[src/rtl/prog_loader.sv]
// Program loader: assembles big-endian byte pairs from a byte stream into
// instruction words and writes them into program memory, holding the CPU
// core in reset for the duration of the load.
`timescale 1ns/1ps
module prog_loader #(
  parameter int PC_WIDTH  = 8,
  parameter int DataWidth = 16,
  parameter int CMD_CNT   = 64
) (
  input  logic                 clk,
  input  logic                 res_n,
  input  logic                 start,
  input  logic [PC_WIDTH-1:0]  load_len,
  input  logic                 abort,
  input  logic                 byte_valid,
  input  logic [7:0]           byte_data,
  output logic                 byte_ready,
  output logic                 mem_we,
  output logic [PC_WIDTH-1:0]  mem_addr,
  output logic [DataWidth-1:0] mem_wdata,
  output logic                 busy,
  output logic                 done,
  output logic                 cpu_hold_n
);

  typedef enum logic [2:0] {
    S_IDLE  = 3'd0,
    S_HI    = 3'd1,
    S_LO    = 3'd2,
    S_WRITE = 3'd3,
    S_DONE  = 3'd4
  } state_t;

  localparam logic [PC_WIDTH-1:0] PC_ONE = PC_WIDTH'(1);

  state_t                 state, state_nxt;
  logic [PC_WIDTH-1:0]    len_q, len_nxt;
  logic [PC_WIDTH-1:0]    addr_q, addr_nxt;
  logic [DataWidth-1:0]   wdata_q, wdata_nxt;
  logic                   handshake;

  // Requested length limited to the program-memory capacity of one load.
  function automatic logic [PC_WIDTH-1:0] clamp_len(input logic [PC_WIDTH-1:0] req);
    if (32'(req) > CMD_CNT) return PC_WIDTH'(CMD_CNT);
    return req;
  endfunction

  assign handshake = byte_valid && byte_ready;

  // Outputs are decoded from the registered state and datapath only.
  assign byte_ready = (state == S_HI) || (state == S_LO);
  assign mem_we     = (state == S_WRITE);
  assign busy       = (state != S_IDLE);
  assign done       = (state == S_DONE);
  assign cpu_hold_n = (state == S_IDLE);
  assign mem_addr   = addr_q;
  assign mem_wdata  = wdata_q;

  // State and datapath registers; reset returns everything to a clean idle.
  always_ff @(posedge clk or negedge res_n) begin
    if (!res_n) begin
      state   <= S_IDLE;
      len_q   <= '0;
      addr_q  <= '0;
      wdata_q <= '0;
    end else begin
      state   <= state_nxt;
      len_q   <= len_nxt;
      addr_q  <= addr_nxt;
      wdata_q <= wdata_nxt;
    end
  end

  // Next-state and datapath update; abort always wins over a byte transfer.
  always_comb begin
    state_nxt = state;
    len_nxt   = len_q;
    addr_nxt  = addr_q;
    wdata_nxt = wdata_q;
    case (state)
      S_IDLE: begin
        if (start) begin
          len_nxt   = clamp_len(load_len);
          addr_nxt  = '0;
          state_nxt = (clamp_len(load_len) == '0) ? S_DONE : S_HI;
        end
      end
      S_HI: begin
        if (abort) begin
          state_nxt = S_IDLE;
        end else if (handshake) begin
          wdata_nxt[DataWidth-1 -: 8] = byte_data;
          state_nxt = S_LO;
        end
      end
      S_LO: begin
        if (abort) begin
          state_nxt = S_IDLE;
        end else if (handshake) begin
          wdata_nxt[7:0] = byte_data;
          state_nxt = S_WRITE;
        end
      end
      S_WRITE: begin
        // The write itself happens this cycle regardless of abort.
        if (abort) begin
          state_nxt = S_IDLE;
        end else if (addr_q == (len_q - PC_ONE)) begin
          state_nxt = S_DONE;
        end else begin
          addr_nxt  = addr_q + PC_ONE;
          state_nxt = S_HI;
        end
      end
      S_DONE: begin
        state_nxt = S_IDLE;
      end
      default: begin
        state_nxt = S_IDLE;
      end
    endcase
  end

endmodule

[config.mk]
export PLATFORM = sky130hd
export DESIGN_NAME = prog_loader
export DESIGN_NICKNAME = d
export VERILOG_FILES = /design/src/rtl/prog_loader.sv
export SDC_FILE = /design/constraint.sdc
export NUM_CORES = 1
export LEC_CHECK = 0
export BUFFER_PORTS_ARGS = -buffer_cell sky130_fd_sc_hd__buf_2
export CORE_UTILIZATION = 55
export DETAILED_ROUTE_END_ITERATION = 7
export PLACE_DENSITY = 0.92
export SKIP_CTS_REPAIR_TIMING = 1
export SYNTH_ARGS = -nofsm -noshare
export SYNTH_HDL_FRONTEND = slang
export SYNTH_SLANG_ARGS = --single-unit
export TNS_END_PERCENT = 20
[constraint.sdc]
create_clock -name clk -period 5.8 [get_ports clk]
set_input_delay 0.29 -clock clk [delete_from_list [all_inputs] [get_ports clk]]
set_output_delay 0.29 -clock clk [all_outputs]
set_load 0.02 [all_outputs]
======== Word level (Yosys, flattened, before mapping) ========
Index checks and enable logic that the tools add are counted.
word-level totals
  output and inout bits ................... 29
  flip-flop bits (word level) ............. 35
  input bits .............................. 21
operators by class
  reductions and logical operators ........ 11
  bitwise operators ....................... 1
  equal/unequal tests ..................... 10
  muxes and demuxes ....................... 20
  order comparisons ....................... 1
  $add $sub $neg .......................... 2
operators with widths
  operator                                              count
  2-to-1 mux 8 bit                                      7
  2-to-1 mux 3 bit                                      8
  one-hot mux 8 bit (2 select lines)                    1
  one-hot mux 3 bit (4 select lines)                    1
  AND reduction 3 bit                                   3
  adder 8 x 1 -> 8 bit (second input constant)          1
  equality test 8 bit                                   1
  > comparator 8 x 7 -> 1 bit (second input constant)   1
  zero test 8 bit                                       1
  subtractor 8 x 1 -> 8 bit (second input constant)     1
  equality test 3 x 2 -> 1 bit (second input constant)  2
  != test 2 bit (second input constant)                 3
  != test 3 bit (second input constant)                 2
  AND reduction 4 bit                                   1
  equality test 3 x 1 -> 1 bit (second input constant)  1
  equality test 3 bit (second input constant)           1
  zero test 3 bit                                       1
  2-to-1 mux 1 bit                                      3
  nonzero test 3 bit                                    1
  AND reduction 2 bit                                   1
  nonzero test 2 bit                                    1
  logical AND 1 bit                                     1
  logical OR 1 bit                                      1
  inverter 1 bit                                        1

======== Longest topological paths before layout ========
Gate-level depths: netlist (run 1).
  word-level depth ........................ 11
  depth in mapped cells ................... 10
  depth with buffers taken out ............ 9

======== Worst setup path after synthesis (run 1) ========
Ideal clock, no wire load.
  path type ............................... register -> register
  start point ............................. reg state[2]
  end point ............................... reg addr_q[3] (netlist: mem_addr[3])
  period minus slack after synthesis ...... 2.266 ns
  stages on the path, launching flop included .. 9
  buffers on the path ..................... 1
  path slack .............................. 3.534 ns
  data required time ...................... 5.731 ns
  arrival time ............................ 2.197 ns
  library setup time ...................... 0.069 ns
  cell sequence ........................... dfrtp_1 > clkbuf_1 > or3_1 > inv_1 > and2_1 > o21ai_0 > a21o_4 > or4_1 > nand3_1
on the way
  cells in the longest elaborated chain, start to end .. 3
ends and longest elaborated chain
  item                                                                  line  text
  from (decl)                                                           36    state_t state, state_nxt;
  from (signal assigned)                                                67    state <= state_nxt;
  zero test 3 bit (*)                                                   --
  named net cpu_hold_n                                                  23    output logic cpu_hold_n
  != test 2 bit (no line) / nonzero test 2 bit (equally long branches)  --
  AND reduction 4 bit (no line)                                         --
  to (signal assigned)                                                  69    addr_q <= addr_nxt;
  to (decl)                                                             38    logic [PC_WIDTH-1:0] addr_q, addr_nxt;
The timed path passes the listed nets; every way through them passes the cells marked *.
A chain may end at the register's enable or synchronous reset.

======== Worst setup path after layout (run 1) ========
  start point ............................. reg state[2]
  end point ............................... reg addr_q[4] (netlist: mem_addr[4])
on the way
  cells in the longest elaborated chain, start to end .. 3
ends and longest elaborated chain
  item                                                                    line  text
  equality test 3 x 2 -> 1 bit / zero test 3 bit (equally long branches)  80    case (state)
  != test 2 bit (no line) / nonzero test 2 bit (equally long branches)    --
  AND reduction 4 bit (no line)                                           --
Parallel ways exist; a longest one is shown, timed or not.

==> results.yml, run 1 <==
finish:
  layout_commonest_cell: "buf_2"
  num-fill-cells: 247
  syn_to_final_growth_pct: 20.7
  antenna_cells: 0
  instances_no_fill: 275
  drive_gt1_share_pct: 35.5
  fin_nets: 253
  layout_common_cells: "49 x buf_2, 35 x dfrtp_1, 23 x nand2_1"
yosys:
  yosys_warnings: 0
  synth-compound-area-share_pct: 10.9
  yosysTopAreaCellShare_pct: 48.1
  synth_top_area_cell: "dfrtp_1"
  synthXorXnorAreaFrac_pct: 5.78
  synth_simple_gate_area_share_pct: 20.3
  synth_area_leaders: "dfrtp_1 48%, mux2_2 11%, nand2_1 4.7%"
  muxShareOfSynthArea_pct: 11.3
  synth_edf_count: 0
  syn_inst: 178
  async_flop_share_pct: 100
  avgSynthCellArea_um2: 10.2
  synthAdderAreaFrac_pct: 1.38
  synth_fp_nets: 201
  synth.distinct_cells: 38
  synth_flop_cell: "dfrtp_1"
  synth_top_family_by_area: "simple AND/OR/NAND/NOR gates"
  yosysSeqAreaShare_pct: 48.1
  ys_ff_latch: 35
  synth_area_mm2: 0.00182
clock_network:
  path_clk_slew_ps: 110
  cts_root_buffer: "clkbuf_4"
  cts_tree: "yes"
  cts.sinks: 35
  insertion_delay_ps: 340
  cts-buffers-inserted: 5
  htreeDepth: 2
  cts_buffer_depth: 2
floorplanning:
  dieWidth_um: 59.5
  start_util_pct: 58.6
  fp.dieH_um: 59.5
  ioPinCount: 50
  rows: 20
  fp.dieArea_mm2: 0.00354
  core_mm2: 0.00310
global_route:
  grt_pass1_vias: 1495
  grt_pass1_wl_um: 6420
  grt_use_met1_pct: 31.4
  grt-ovfl-total: 0
  grt.total_usage_pct: 24.6
  grt_max_degree: 36
  use_met3_pct: 6.77
  top_usage_layer: "met2"
  antenna_found_initial: 0
  met2_usage_pct: 40.1
sta:
  setup_violations: 0
  tightest_slew_ps: 763
  slew_headroom_pct: 49.2
  fin_ws_ps: 3390
  clock_skew_ps: 10.7
  rsz0062_at_grt: "no"
  fmax_ghz: 0.415
  finalMaxSlewViolations: 0
  fin_crit_sh_pct: 41.6
  min_period_ps: 2410
  final-hold-violation-count: 0
  fin_setup_tns_ps: 0
worst_setup_path:
  cp-endpoint: "mem_addr[4]$_DFFE_PN0P_"
  ff2ff_setup_slack_ps: 3390
  arrival_ps: 2680
  crit_path_end_kind: "register"
  path_class: "reg -> reg"
  startpoint: "state[2]$_DFFE_PN0P_"
  startpoint_type: "register"
  r2r_start: "state[2]$_DFFE_PN0P_"
  reg2regPathDepth: 7
  rr_endpoint: "mem_addr[4]$_DFFE_PN0P_"
  crit_required_ps: 6070
  crit_fanout: 12
route:
  ant_nets: 0
  drt_wl_total_um: 3860
  avgViaCountPerCell: 5.69
  drt-pass1-iter-count: 4
  drt_iter0_markers: 43
  vias: 1564
  routedWlPerCell_um: 14.0
  drc: 0
placed_design:
  place_ws_ps: 3430
  portBuffers: 49
  hpwl_um: 2810
  dpl.cell_count: 267
  routabilityCongestion: 0.884
flow_run:
  cap_violations: 0
power:
  peakVddDrop_v: 0.000374
  p_leak_nw: 1.10
  power.density_mw_per_mm2: 473
hold_path:
  hold_path_class: "in -> async"
status:
  status: "finished clean"
-- Yosys cell counts (all sizes together) (2+ instances only) --
| cell | instances |
|---|---|
| o21ai | 10 |
| nor4 | 4 |
| ha | 2 |
| nand3b | 2 |
| dfrtp | 35 |
| and2 | 2 |
| a21oi | 3 |
| or3 | 2 |
| a2111oi | 2 |
| clkbuf | 5 |
| xor2 | 7 |
| nor3 | 4 |
| nand4 | 2 |
| or4 | 3 |
| nand3 | 14 |
| nand2b | 3 |
| inv | 5 |
| mux2 | 18 |
| a211oi | 2 |
| nor2 | 12 |
| nand2 | 23 |
| or2 | 2 |
| xnor2 | 5 |
-- power breakdown --
group          total (mW)  switching, mW  internal, mW
sequential          0.385         0.0640         0.321
clock               0.189         0.0852         0.104
combinational       0.465          0.268         0.197
total                1.04          0.417         0.622
-- worst min path at each step --
stage                                end  slack [ps]  cells after the start
6_report       mem_wdata[14]$_DFFE_PN0P_          10                      1
5_1_grt         mem_wdata[5]$_DFFE_PN0P_          40                      1
4_1_cts         mem_wdata[8]$_DFFE_PN0P_          30                      1
3_5_place_dp    mem_wdata[8]$_DFFE_PN0P_         400                      1
3_3_place_gp    mem_wdata[8]$_DFFE_PN0P_         400                      1
2_1_floorplan       len_q[0]$_DFFE_PN0P_          -6                      0
-- registers in the layout, indices dropped and copies added, names as in the netlist --
signal / cells
len_q: 8
mem_wdata: 16
mem_addr: 8
state: 3
-- kinds of logic (layout without fill, tap and decap cells) --
kind of cell / Yosys count / count (layout)
AOI/OAI and AO/OA: 26 / 26
and+or+nand+nor: 75 / 75
muxes: 18 / 18
adders and majority gates: 2 / 2
buffers and inverters: 10 / 63
xor gates and xnor gates: 12 / 12
DFF: 35 / 35
-- routing by layer --
layer  routed length, µm  part of all wire [%]
met4                  57                   1.5
met1                1660                    43
met2                1880                    49
met5                   0                     0
met3                 257                   6.7
-- cell type report --
cell class,instances,area (µm²),share of cell area (%)
Timing Repair Buffer,50,253,11.5
Inverter,5,18.8,0.855
Sequential cell,35,876,39.9
Clock buffer,6,51.3,2.34
Clock inverter,2,38.8,1.77
Tap cell,44,55.1,2.51
Multi-Input combinational cell,133,903,41.1
-- critical path, cell delays in order (launching register included) --
cell,delay [ps]
dfrtp_1,490
or3_1,440
inv_1,110
and2_1,400
nor4_1,140
a21o_4,270
or4_1,390
nand3_1,90
-- through the flow --
step	area [µm²]	utilization [%]	hold WS [ps]	power, mW
2_1_floorplan	1820	-	-5.59	0.718
6_report	2200	70.8	9.80	1.04
3_5_place_dp	2110	67.9	397	0.851
4_1_cts	2200	70.8	25.5	1.04
5_1_grt	2200	70.8	43.9	1.10
3_3_place_gp	2110	67.9	404	0.838
(Power assumes the default switching activity.)
==> run 2, diff against run 1 <==
--- a/config.mk
+++ b/config.mk
@@ -6,9 +6,9 @@
 export NUM_CORES = 1
 export LEC_CHECK = 0
 export BUFFER_PORTS_ARGS = -buffer_cell sky130_fd_sc_hd__buf_2
-export CORE_UTILIZATION = 55
+export CORE_UTILIZATION = 47
 export DETAILED_ROUTE_END_ITERATION = 7
-export PLACE_DENSITY = 0.92
+export PLACE_DENSITY = 0.85
 export SKIP_CTS_REPAIR_TIMING = 1
 export SYNTH_ARGS = -nofsm -noshare
 export SYNTH_HDL_FRONTEND = slang
==> constraint.sdc (replaced) <==
create_clock -name clk -period 2.1 [get_ports clk]
set_input_delay 0.105 -clock clk [delete_from_list [all_inputs] [get_ports clk]]
set_output_delay 0.105 -clock clk [all_outputs]
set_load 0.02 [all_outputs]
==> results.yml, run 2 (synthesis results as in run 1) <==
placed_design:
  placed_area_mm2: 0.00229
  routabilityCongestion: 0.784
  portBuffers: 49
  hpwl_um: 3110
sta:
  fin_setup_tns_ps: -719
  fin_ws_ps: -145
  finalMaxSlewViolations: 0
  min_period_ps: 2240
  fin_crit_sh_pct: 107
  final-hold-violation-count: 0
  tightest_slew_ps: 763
  fmax_ghz: 0.445
  rsz0062_at_grt: "yes"
  clock_skew_ps: 3.04
  slew_headroom_pct: 49.1
  setup_violations: 8
clock_network:
  cts_root_buffer: "clkbuf_8"
  cts.sinks: 35
  path_clk_slew_ps: 70
  htreeDepth: 2
  cts-buffers-inserted: 5
  cts_tree: "yes"
  insertion_delay_ps: 280
  cts_buffer_depth: 2
worst_setup_path:
  r2r_start: "len_q[3]$_DFFE_PN0P_"
  ff2ff_setup_slack_ps: -140
  crit_fanout: 6
  arrival_ps: 2460
  crit_required_ps: 2320
  reg2regPathDepth: 7
  rr_endpoint: "mem_addr[3]$_DFFE_PN0P_"
  crit_path_end_kind: "register"
  startpoint_type: "register"
  path_class: "reg -> reg"
finish:
  antenna_cells: 0
  layout_common_cells: "49 x buf_2, 35 x dfrtp_1, 25 x buf_4"
  drive_gt1_share_pct: 43.8
  largest_reg_flops: 16
  syn_to_final_growth_pct: 35.2
  final_area_mm2: 0.00246
  layout_commonest_cell: "buf_2"
  fin_nets: 278
power:
  power_frac_comb_pct: 49.3
  power.density_mw_per_mm2: 1310
  switchingPower_mw: 1.22
  intPower_mw: 2.00
  p_clk_share_pct: 19.3
  total_power_mw: 3.22
  p_leak_nw: 1.27
  peakVddDrop_v: 0.000878
  switching_share_pct: 37.8
  p_seq_share_pct: 31.5
route:
  routed-wl-met2_um: 2180
  ant_nets: 0
  drt_iter0_markers: 117
  drc: 0
  vias: 1613
  wl_met3_um: 207
  top_layer: "met4"
  drt-pass1-iter-count: 4
  avgViaCountPerCell: 5.31
  wl_met1_um: 1850
  routedWlPerCell_um: 14.1
  drt_wl_total_um: 4300
global_route:
  grt_max_degree: 36
  grt-ovfl-total: 0
  antenna_found_initial: 0
  grt_pass1_vias: 1636
  grt_pass1_wl_um: 7260
  grt.total_usage_pct: 23.2
hold_path:
  hp-start: "load_len[2]"
  hold_path_class: "in -> reg"
  min_path_cells: 3
  whs_endpoint: "len_q[2]$_DFFE_PN0P_"
floorplanning:
  rows: 22
  ioPinCount: 50
  core_mm2: 0.00369
  fp.dieH_um: 64.2
  fp.dieArea_mm2: 0.00412
  dieWidth_um: 64.2
  start_util_pct: 49.3
status:
  status: "finished with violations"
  violations: "negative setup slack"
flow_run:
  cap_violations: 0
[run 2: cell type report]
class,instances,area [µm²]
sequential,35,876
multi-input combinational,133,945
timing repair buffer,75,443
clock buffer,6,82.6
tap,48,60.1
fill,311,1230
clock inverter,2,35.0
inverter,5,18.8
[run 2: worst max-delay path, stage by stage (launching register included)]
cell     delay (ps)
dfrtp_1         410
or4_4           530
o21ai_2         130
a21oi_1          70
mux2_4          300
a21o_4          230
or4_1           410
nand3_1          90
[run 2: worst max path at each step]
stage | end | from | cells after the start
after detailed placement | mem_addr[3]$_DFFE_PN0P_ | len_q[3]$_DFFE_PN0P_ | 7
final | mem_addr[3]$_DFFE_PN0P_ | len_q[3]$_DFFE_PN0P_ | 7
after floorplan | mem_addr[3]$_DFFE_PN0P_ | len_q[5]$_DFFE_PN0P_ | 7
after CTS | mem_addr[5]$_DFFE_PN0P_ | len_q[3]$_DFFE_PN0P_ | 7
after global placement | mem_addr[3]$_DFFE_PN0P_ | len_q[3]$_DFFE_PN0P_ | 7
after global routing | mem_addr[3]$_DFFE_PN0P_ | len_q[3]$_DFFE_PN0P_ | 7
[run 2: metal layers]
layer | GRT usage [%] | vias up
met4 | 8.33 | 0
met3 | 6.07 | 6
li1 | - | 791
met2 | 40.2 | 46
met1 | 27.7 | 770
met5 | 0 | -
[run 2: per-stage QoR]
stage,std cells,worst slack [ps],utilization [%],hold slack (ps)
after floorplan,178,-57.3,-,-191
after global placement,294,-59.5,62.0,210
after detailed placement,294,-128,62.0,218
after CTS,302,-151,65.2,-93.1
after global routing,304,-206,66.7,60.2
final,304,-145,66.7,56.4
[run 2: power by group through the flow]
stage	clock [mW]	combinational [mW]	sequential, mW
floorplan	0	0.758	1.24
global placement	0	1.48	1.01
detailed placement	0	1.51	1.02
CTS	0.631	1.53	1.01
global route	0.665	1.71	1.04
finish	0.620	1.59	1.01
==> run 3, diff against run 2 <==
--- a/config.mk
+++ b/config.mk
@@ -6,10 +6,12 @@
 export NUM_CORES = 1
 export LEC_CHECK = 0
 export BUFFER_PORTS_ARGS = -buffer_cell sky130_fd_sc_hd__buf_2
+export CORE_ASPECT_RATIO = 1.5
 export CORE_UTILIZATION = 47
 export DETAILED_ROUTE_END_ITERATION = 7
 export PLACE_DENSITY = 0.85
 export SKIP_CTS_REPAIR_TIMING = 1
+export SLEW_MARGIN = 40
 export SYNTH_ARGS = -nofsm -noshare
 export SYNTH_HDL_FRONTEND = slang
 export SYNTH_SLANG_ARGS = --single-unit
==> results.yml, run 3 (synthesis results as in run 1) <==
status:
  status: "finished with violations"
  violations: "negative setup slack"
sta:
  setup_violations: 7
  finalMaxSlewViolations: 0
  rsz0062_at_grt: "yes"
  fin_crit_sh_pct: 106
  min_period_ps: 2230
  final-hold-violation-count: 0
  fmax_ghz: 0.448
  fin_ws_ps: -133
  tightest_slew_ps: 434
  slew_headroom_pct: 71.1
  clock_skew_ps: 5.56
worst_setup_path:
  crit_path_end_kind: "register"
  path_class: "reg -> reg"
  startpoint_type: "register"
  crit_fanout: 6
  arrival_ps: 2410
  crit_required_ps: 2270
global_route:
  use_met3_pct: 4.07
  grt_use_met1_pct: 25.4
  grt-ovfl-total: 0
  grt.total_usage_pct: 24.8
  grt_pass1_vias: 1680
  grt_max_degree: 36
  met2_usage_pct: 46.5
  antenna_found_initial: 0
  top_usage_layer: "met2"
  grt_pass1_wl_um: 7420
clock_network:
  insertion_delay_ps: 280
  htreeDepth: 2
  cts.sinks: 35
  cts-buffers-inserted: 5
  cts_tree: "yes"
  cts_root_buffer: "clkbuf_8"
  path_clk_slew_ps: 70
  cts_buffer_depth: 2
placed_design:
  portBuffers: 49
  hpwl_um: 3590
  place_ws_ps: -130
  routabilityCongestion: 0.841
  placed_area_mm2: 0.00228
floorplanning:
  fp.dieArea_mm2: 0.00413
  dieWidth_um: 52.8
  start_util_pct: 49.4
  rows: 27
  ioPinCount: 50
  core_mm2: 0.00368
  fp.dieH_um: 78.2
power:
  p_leak_nw: 1.21
  peakVddDrop_v: 0.00102
  power.density_mw_per_mm2: 1290
finish:
  final_area_mm2: 0.00239
  antenna_cells: 0
  register_area_um2: 876
  largest_reg_flops: 16
  num-fill-cells: 272
  fin_nets: 277
  layout_commonest_cell: "buf_2"
  drive_gt1_share_pct: 43.1
  multi_input_area_um2: 926
  syn_to_final_growth_pct: 31.6
  layout_common_cells: "48 x buf_2, 35 x dfrtp_1, 25 x buf_4"
route:
  routedWlPerCell_um: 15.8
  drc: 0
  avgViaCountPerCell: 5.63
  drt-pass1-iter-count: 4
  ant_nets: 0
  vias: 1679
  drt_iter0_markers: 33
  drt_wl_total_um: 4710
flow_run:
  cap_violations: 0
hold_path:
  hold_path_class: "in -> reg"
-- run 3: path summary, 6_finish.rpt --
| path | startpoint | to | slack (ps) | cells past startpoint |
|---|---|---|---|---|
| max in group asynchronous | res_n | mem_wdata[1]$_DFFE_PN0P_ | 1490 | 2 |
| worst max-delay path | len_q[3]$_DFFE_PN0P_ | mem_addr[5]$_DFFE_PN0P_ | -130 | 7 |
| worst min register to register | mem_wdata[7]$_DFFE_PN0P_ | mem_wdata[7]$_DFFE_PN0P_ | 510 | 1 |
| worst max register to register | len_q[3]$_DFFE_PN0P_ | mem_addr[5]$_DFFE_PN0P_ | -130 | 7 |
| worst min-delay path | load_len[2] | len_q[2]$_DFFE_PN0P_ | 60 | 3 |
| min in group asynchronous | res_n | mem_wdata[3]$_DFFE_PN0P_ | 310 | 2 |
-- run 3: layout make-up --
class / count / area share, %
Clock inverter: 1 / 0.209
Multi-Input combinational cell: 133 / 38.7
Sequential cell: 35 / 36.6
Timing Repair Buffer: 74 / 18.3
Inverter: 5 / 0.784
Clock buffer: 7 / 3.19
Tap cell: 43 / 2.25
-- run 3: critical path: stages (launching register included) --
cell and delay [ps]:
dfrtp_1 410, or4_4 520, o21ai_2 120, a21oi_1 70, mux2_4 310, a21o_4 230
or2_4 250, o41ai_2 220
-- run 3: routing by layer --
metal	routed length, µm	up-vias
li1	-	786
met1	1700	823
met2	2730	61
met3	174	9
met4	112	0
met5	0	-
-- run 3: per-stage QoR --
step	power, mW	hold slack [ps]	TNS [ps]	util [%]	std cells
final	3.08	63.6	-499	65.0	298
after global routing	3.23	68.8	-1340	65.0	298
after CTS	3.06	-90.4	-687	64.2	297
after detailed placement	2.57	213	-535	62.0	289
after global placement	2.50	207	-292	62.0	289
after floorplan	2.00	-191	-152	-	178
-- run 3: power by group --
part	total (mW)	switching, mW	internal (mW)
Clock	0.461	0.228	0.232
Combinational	1.57	0.862	0.711
Sequential	1.05	0.159	0.889
